File: src/rtl/adder_pkg.sv
`default_nettype none
// ============================================================================
// Module      : adder_pkg
// Description : Shared constants for the pipelined carry-lookahead adder:
//               default geometry and the add/subtract operation encoding.
// Revision    : 1.0 - initial release
// ============================================================================
package adder_pkg;

    localparam int   ADD_WIDTH  = 32;
    localparam int   ADD_GROUP  = 4;
    localparam int   ADD_STAGES = 2;

    localparam logic OP_ADD     = 1'b0;
    localparam logic OP_SUB     = 1'b1;

endpackage : adder_pkg
`default_nettype wire

File: src/rtl/adder_cla_pipe_cla_group.sv
`default_nettype none
// ============================================================================
// Module      : cla_group
// Description : GROUP-bit carry-lookahead block. All internal carries are
//               formed in parallel from bit generate/propagate terms; also
//               exports the group propagate/generate pair.
// Revision    : 1.0 - initial release
// ============================================================================
module cla_group #(
    parameter int GROUP = 4
) (
    input  logic [GROUP-1:0] a,
    input  logic [GROUP-1:0] b,
    input  logic             cin,
    output logic [GROUP-1:0] sum,
    output logic             pg,
    output logic             gg,
    output logic             cout
);

    logic [GROUP-1:0] p;
    logic [GROUP-1:0] g;
    logic [GROUP:0]   c;      // c[i] is the carry into bit i
    logic             gacc;
    logic             pchain;

    assign p = a ^ b;
    assign g = a & b;

    // Sum-of-products expansion of every carry; the final iteration leaves the group G/P terms.
    always_comb begin
        c      = '0;
        gacc   = 1'b0;
        pchain = 1'b1;
        c[0]   = cin;
        for (int i = 0; i < GROUP; i++) begin
            gacc   = 1'b0;
            pchain = 1'b1;
            for (int j = i; j >= 0; j--) begin
                gacc   = gacc | (g[j] & pchain);
                pchain = pchain & p[j];
            end
            c[i+1] = gacc | (pchain & cin);
        end
    end

    assign gg   = gacc;
    assign pg   = pchain;
    assign cout = gg | (pg & cin);
    assign sum  = p ^ c[GROUP-1:0];

endmodule : cla_group
`default_nettype wire

File: src/rtl/adder_cla_pipe.sv
`default_nettype none
// ============================================================================
// Module      : adder_cla_pipe
// Description : Pipelined carry-lookahead adder/subtractor. The word is split
//               into STAGES segments, one per register stage, each built from
//               rippled GROUP-bit lookahead groups. Valid/ready elastic
//               handshake with full backpressure; sum, carry-out, signed
//               overflow and zero flags are driven straight from registers.
// Revision    : 1.0 - initial release
// ============================================================================
module adder_cla_pipe
    import adder_pkg::*;
#(
    parameter int WIDTH  = ADD_WIDTH,
    parameter int GROUP  = ADD_GROUP,
    parameter int STAGES = ADD_STAGES
) (
    input  logic             clk_i,
    input  logic             rst_i,
    input  logic             in_valid_i,
    output logic             in_ready_o,
    input  logic [WIDTH-1:0] A_i,
    input  logic [WIDTH-1:0] B_i,
    input  logic             Cin_i,
    input  logic             sub_i,
    output logic             out_valid_o,
    input  logic             out_ready_i,
    output logic [WIDTH-1:0] S_o,
    output logic             Cout_o,
    output logic             ovf_o,
    output logic             zero_o
);

    localparam int SEG  = WIDTH / STAGES;
    localparam int NGRP = SEG / GROUP;

    if (!(GROUP == 2 || GROUP == 4 || GROUP == 8)) begin : g_chk_group
        $error("adder_cla_pipe: GROUP must be 2, 4 or 8");
    end
    if ((WIDTH % (GROUP * STAGES)) != 0) begin : g_chk_width
        $error("adder_cla_pipe: WIDTH must be a multiple of GROUP*STAGES");
    end
    if (STAGES < 1 || STAGES > WIDTH / GROUP) begin : g_chk_stages
        $error("adder_cla_pipe: STAGES must lie in 1..WIDTH/GROUP");
    end

    // Per-stage inputs: index 0 is the accepted beat, index k>0 is stage k-1's register.
    logic [WIDTH-1:0]  a_in [STAGES];
    logic [WIDTH-1:0]  b_in [STAGES];
    logic [WIDTH-1:0]  s_in [STAGES];
    logic [STAGES-1:0] c_in;
    logic [STAGES-1:0] v_in;
    logic [STAGES-1:0] v_stage;
    logic [STAGES-1:0] ready;
    logic              is_sub;
    logic              rdy_acc;

    assign is_sub  = (sub_i == OP_SUB);
    assign a_in[0] = A_i;
    assign b_in[0] = B_i ^ {WIDTH{is_sub}};
    assign s_in[0] = '0;
    assign c_in[0] = is_sub ? 1'b1 : Cin_i;
    assign v_in[0] = in_valid_i;

    // Ready chain from the output back to the input: a stage may load when empty or draining.
    always_comb begin
        ready   = '0;
        rdy_acc = out_ready_i;
        for (int k = STAGES - 1; k >= 0; k--) begin
            rdy_acc  = !v_stage[k] | rdy_acc;
            ready[k] = rdy_acc;
        end
    end

    assign in_ready_o = ready[0];

    for (genvar k = 0; k < STAGES; k++) begin : g_stage
        localparam int LO = k * SEG;

        logic [NGRP:0]      gc;
        logic [SEG-1:0]     seg_sum;
        logic [NGRP-1:0]    grp_pg;
        logic [NGRP-1:0]    grp_gg;
        logic               load;
        logic               v_q;
        logic               v_d;
        logic [WIDTH-1:0]   s_q;
        logic [WIDTH-1:0]   s_d;
        logic               c_q;
        logic               c_d;

        assign gc[0] = c_in[k];
        assign load  = ready[k] & v_in[k];

        for (genvar i = 0; i < NGRP; i++) begin : g_grp
            cla_group #(
                .GROUP (GROUP)
            ) u_grp (
                .a    (a_in[k][LO + i*GROUP +: GROUP]),
                .b    (b_in[k][LO + i*GROUP +: GROUP]),
                .cin  (gc[i]),
                .sum  (seg_sum[i*GROUP +: GROUP]),
                .pg   (grp_pg[i]),
                .gg   (grp_gg[i]),
                .cout (gc[i+1])
            );
        end

        // Next state: hold on stall, otherwise merge this segment's sum into the partial word.
        always_comb begin
            v_d = ready[k] ? v_in[k] : v_q;
            s_d = s_q;
            c_d = c_q;
            if (load) begin
                s_d            = s_in[k];
                s_d[LO +: SEG] = seg_sum;
                c_d            = gc[NGRP];
            end
        end

        // Stage register: valid, accumulated sum and segment carry-out.
        always_ff @(posedge clk_i or posedge rst_i) begin
            if (rst_i) begin
                v_q <= 1'b0;
                s_q <= '0;
                c_q <= 1'b0;
            end else begin
                v_q <= v_d;
                s_q <= s_d;
                c_q <= c_d;
            end
        end

        assign v_stage[k] = v_q;

        if (k < STAGES - 1) begin : g_fwd
            logic [WIDTH-1:0] a_q;
            logic [WIDTH-1:0] a_d;
            logic [WIDTH-1:0] b_q;
            logic [WIDTH-1:0] b_d;

            // Operands not yet consumed travel alongside the partial sum.
            always_comb begin
                a_d = a_q;
                b_d = b_q;
                if (load) begin
                    a_d = a_in[k];
                    b_d = b_in[k];
                end
            end

            // Operand carry registers for the following segments.
            always_ff @(posedge clk_i or posedge rst_i) begin
                if (rst_i) begin
                    a_q <= '0;
                    b_q <= '0;
                end else begin
                    a_q <= a_d;
                    b_q <= b_d;
                end
            end

            assign a_in[k+1] = a_q;
            assign b_in[k+1] = b_q;
            assign s_in[k+1] = s_q;
            assign c_in[k+1] = c_q;
            assign v_in[k+1] = v_q;
        end else begin : g_last
            logic cmsb;
            logic ovf_q;
            logic ovf_d;
            logic zero_q;
            logic zero_d;

            // Carry into the MSB recovered from the MSB sum bit and its operand bits.
            assign cmsb = seg_sum[SEG-1] ^ a_in[k][WIDTH-1] ^ b_in[k][WIDTH-1];

            // Flags for the completed word, captured together with the final sum.
            always_comb begin
                ovf_d  = ovf_q;
                zero_d = zero_q;
                if (load) begin
                    ovf_d  = cmsb ^ gc[NGRP];
                    zero_d = (s_d == '0);
                end
            end

            // Output flag registers.
            always_ff @(posedge clk_i or posedge rst_i) begin
                if (rst_i) begin
                    ovf_q  <= 1'b0;
                    zero_q <= 1'b0;
                end else begin
                    ovf_q  <= ovf_d;
                    zero_q <= zero_d;
                end
            end

            assign out_valid_o = v_q;
            assign S_o         = s_q;
            assign Cout_o      = c_q;
            assign ovf_o       = ovf_q;
            assign zero_o      = zero_q;
        end
    end

endmodule : adder_cla_pipe
`default_nettype wire

File: config.mk
export PLATFORM = sky130hd
export DESIGN_NAME = adder_cla_pipe
export DESIGN_NICKNAME = d
export VERILOG_FILES = /design/src/rtl/adder_pkg.sv /design/src/rtl/adder_cla_pipe_cla_group.sv /design/src/rtl/adder_cla_pipe.sv
export SDC_FILE = /design/constraint.sdc
export NUM_CORES = 1
export LEC_CHECK = 0
export CORE_MARGIN = 2
export CORE_UTILIZATION = 30
export DETAILED_ROUTE_END_ITERATION = 12
export HOLD_SLACK_MARGIN = 0.03
export PLACE_DENSITY = 0.6
export SYNTH_ARGS = -nofsm -noshare
export SYNTH_HDL_FRONTEND = slang
export SYNTH_SLANG_ARGS = --single-unit
File: constraint.sdc
create_clock -name clk_i -period 5.79 [get_ports clk_i]
set_input_delay 1.4475 -clock clk_i [delete_from_list [all_inputs] [get_ports clk_i]]
set_output_delay 1.4475 -clock clk_i [all_outputs]
set_load 0.02 [all_outputs]
==> key figures <==
Finish
  – Final core utilization: 40.0%
  – Share of cells above drive strength 1: 11.1%
  – Nets@finish: 683
  – Area Growth Syn to Fin: 32.1%
  – Non-Filler Instances: 798
  – Diodes inserted: 0

Synthesis
  – Yosys reg bits: 86
  – Area leader, netlist: dfrtp_1
  – Distinct cell type count after synthesis: 55
  – Commonest cells in the netlist: dfrtp_1 (86), nand2_1 (54), o21ai_0 (48), ha_1 (32), xnor2_1 (30)
  – EDFF count, synth: 0
  – Avg Cell Area, Syn: 10.6 um^2
  – Top post-synthesis cells by area: dfrtp_1 (43%), ha_1 (8.1%), mux2_2 (6.6%), xnor2_1 (5.3%), o21ai_0 (4.8%)
  – Cells after Synth: 470
  – Most frequent cell after synthesis: dfrtp_1
  – Synth top area share: 43.3%
  – Sequential fraction of the synthesis area: 43.3%
  – Post-synth ARST share: 100%
  – Mapped Nets: 580
  – Dominant synthesized flop cell: dfrtp_1
  – Mapped cell area: 4970 um^2
  – Synthesis Warnings: 0

Critical path
  – WS Path Type: flop to flop
  – CP required: 6050 ps
  – Cell Chain, Critical Path: ha_1 > a211oi_2 > o21bai_2 > a2111o_1 > a31oi_1 > o21bai_1 > fa_1 > nor4_1 > nand3_1 > a221o_1 > nor4bb_1 > nand4bb_1 > a2111oi_4 > o2111ai_1 > o31ai_2
  – CP max stage delay: 480 ps
  – CP endpoint kind: flop
  – Critical path data arrival time: 4750 ps
  – CP max FO: 3
  – Startpoint Class: flop
  – Worst path slowest cell: fa_1

STA
  – Setup TNS: 0 ps
  – Clock skew: 10.8 ps
  – Rel. slew slack: 43.9%
  – Hold Violations, Final: 0
  – RSZ-0062 raised after global routing: false
  – Fin crit period: 4490 ps
  – Crit share post-route: 77.6%
  – Max Freq: 223 MHz
  – Setup WS post-layout: 1300 ps
  – Worst-Margin Slew: 842 ps
  – Fin. max-slew vios: 0
  – Setup violations, final: 0

Placed design
  – DP Worst Slack: 1300 ps
  – Placer congestion estimate: 0.826
  – Dpl cells: 782
  – Hpwl dp: 9850 um
  – Port Buffers: 106

Clocking
  – CTS clk-pin slew, worst paths: 70 ps
  – CTS tree: built
  – Clock root buffer: clkbuf_16
  – Worst-Skew Late Latency: 350 ps
  – Post-CTS setup buffer count: 0
  – CTS Buf Count: 9
  – Post-CTS sizing: 0
  – Clk buf depth: 2
  – H-tree levels: 3
  – Hold Buf Count CTS: 0
  – # clock sinks: 86

Floorplanning
  – Die Ht: 133 um
  – Initial core utilization: 30.3%
  – Core area: 16400 um^2
  – Rows: 47
  – DIE AREA: 17600 um^2
  – Die Wd: 133 um
  – I/O Pins: 107

Detailed routing
  – Drt pass-1 iters: 4
  – Final ANT Viol Nets: 0
  – WL final: 12300 um
  – DRC: 0
  – Number of vias per cell: 4.73
  – Wirelength per Cell: 15.4 um
  – Iter 0 DRT Violations: 200
  – Vias: 3775

GRT
  – Largest net degree at the start of global routing: 51
  – GRT Overall Usage: 14.5%
  – Antenna violations before repair: 1
  – Vias in the first global route: 3914
  – Global-route wire length before repair: 20200 um
  – GR Overflow Total: 0

Job
  – Max_cap viols: 0

Min path
  – Worst hold path class: flop to flop

Pwr
  – Worst vdd ir: 0.144 mV
  – P per Cell Area: 383 nW/um^2
  – Leakage power: 2.84 nW

Status
  – Status: complete, no violations
[per-stage QoR]
stage	hold slack, ps	cell area, um^2	total power [mW]
finish	487	6570	2.51
global route	517	6570	2.67
CTS	494	6570	2.54
detailed placement	478	6270	1.97
global placement	472	6270	1.94
floorplan	442	4970	1.51
[final timing paths]
kind | startpoint | to | slack (ps) | depth (start not counted)
max | g_stage[0].g_fwd.b_q[16]$_DFFE_PP0P_ | zero_o$_DFFE_PP0P_ | 1300 | 15
min | g_stage[0].g_fwd.b_q[17]$_DFFE_PP0P_ | g_stage[0].g_fwd.b_q[17]$_DFFE_PP0P_ | 490 | 2
max reg2reg | g_stage[0].g_fwd.b_q[16]$_DFFE_PP0P_ | zero_o$_DFFE_PP0P_ | 1300 | 15
min reg2reg | g_stage[0].g_fwd.b_q[17]$_DFFE_PP0P_ | g_stage[0].g_fwd.b_q[17]$_DFFE_PP0P_ | 490 | 2
max in group asynchronous | rst_i | g_stage[0].g_fwd.b_q[27]$_DFFE_PP0P_ | 3230 | 3
min in group asynchronous | rst_i | S_o[17]$_DFF_PP0_ | 1570 | 2
[metal layers]
layer	track usage [%]	vias up	wire length [um]
li1	-	1875	-
met3	3.56	15	592
met2	23.8	98	5800
met5	0	-	13
met4	4.96	2	209
met1	18.6	1785	5710
[worst max-delay path: cells and delay by family, from the launching register on]
family	cells	cell delay, ps
adder cells (fa/ha/maj)	2	810
AND/OR/NAND/NOR	4	910
AO/OA/AOI/OAI	9	2260
flip-flops	1	410
[flip-flops by register name (all words and copies together), names as in the netlist]
register / cells
S_o: 32
g_stage.g_fwd.a_q: 16
g_stage.g_fwd.b_q: 16
g_stage.s_q: 16
Cout_o: 1
g_stage.c_q: 1
g_stage.v_q: 1
out_valid_o: 1
ovf_o: 1
zero_o: 1
[kinds of logic (layout without fill, tap and decap cells)]
group                      Yosys count  in the layout  share of synthesized area, %
AOI/OAI and AO/OA                  111            111                          15.1
buffers and inverters               37            145                          2.95
and+or+nand+nor                    111            111                          10.8
muxes                               31             31                          7.00
adders and majority gates           40             40                          11.3
xor gates and xnor gates            54             54                          9.52
DFF                                 86             86                          43.3
[placed cells by master (no fill, tap or decap), types with 5 or more instances in the layout]
cell | netlist | layout
nand3_1 | 15 | 15
a21oi_1 | 13 | 13
nor4_1 | 5 | 5
dfrtp_1 | 86 | 86
inv_1 | 16 | 15
fa_1 | 8 | 8
a21o_1 | 13 | 13
mux2_2 | 29 | 29
nand2_1 | 54 | 53
o21ai_0 | 48 | 48
nor2_1 | 7 | 6
clkbuf_16 | 0 | 9
xor2_1 | 24 | 24
clkdlybuf4s50_1 | 0 | 105
buf_4 | 1 | 6
xnor2_1 | 30 | 30
ha_1 | 32 | 32
[cell type report]
type | instances | area [um^2]
clock buffers | 12 | 267
multi-input cells | 347 | 2680
fillers | 1571 | 9840
clock inverters | 4 | 30.0
well taps | 220 | 275
inverters | 17 | 65.1
flip-flops and latches | 86 | 2150
repair buffers | 112 | 1100
[power breakdown]
group	internal, mW	leakage (nW)	total, mW	switching (mW)
registers	0.772	1.04	0.915	0.143
clock network	0.327	0.145	0.565	0.239
logic	0.507	1.65	1.03	0.525
Power figures use the tool's default switching activity.
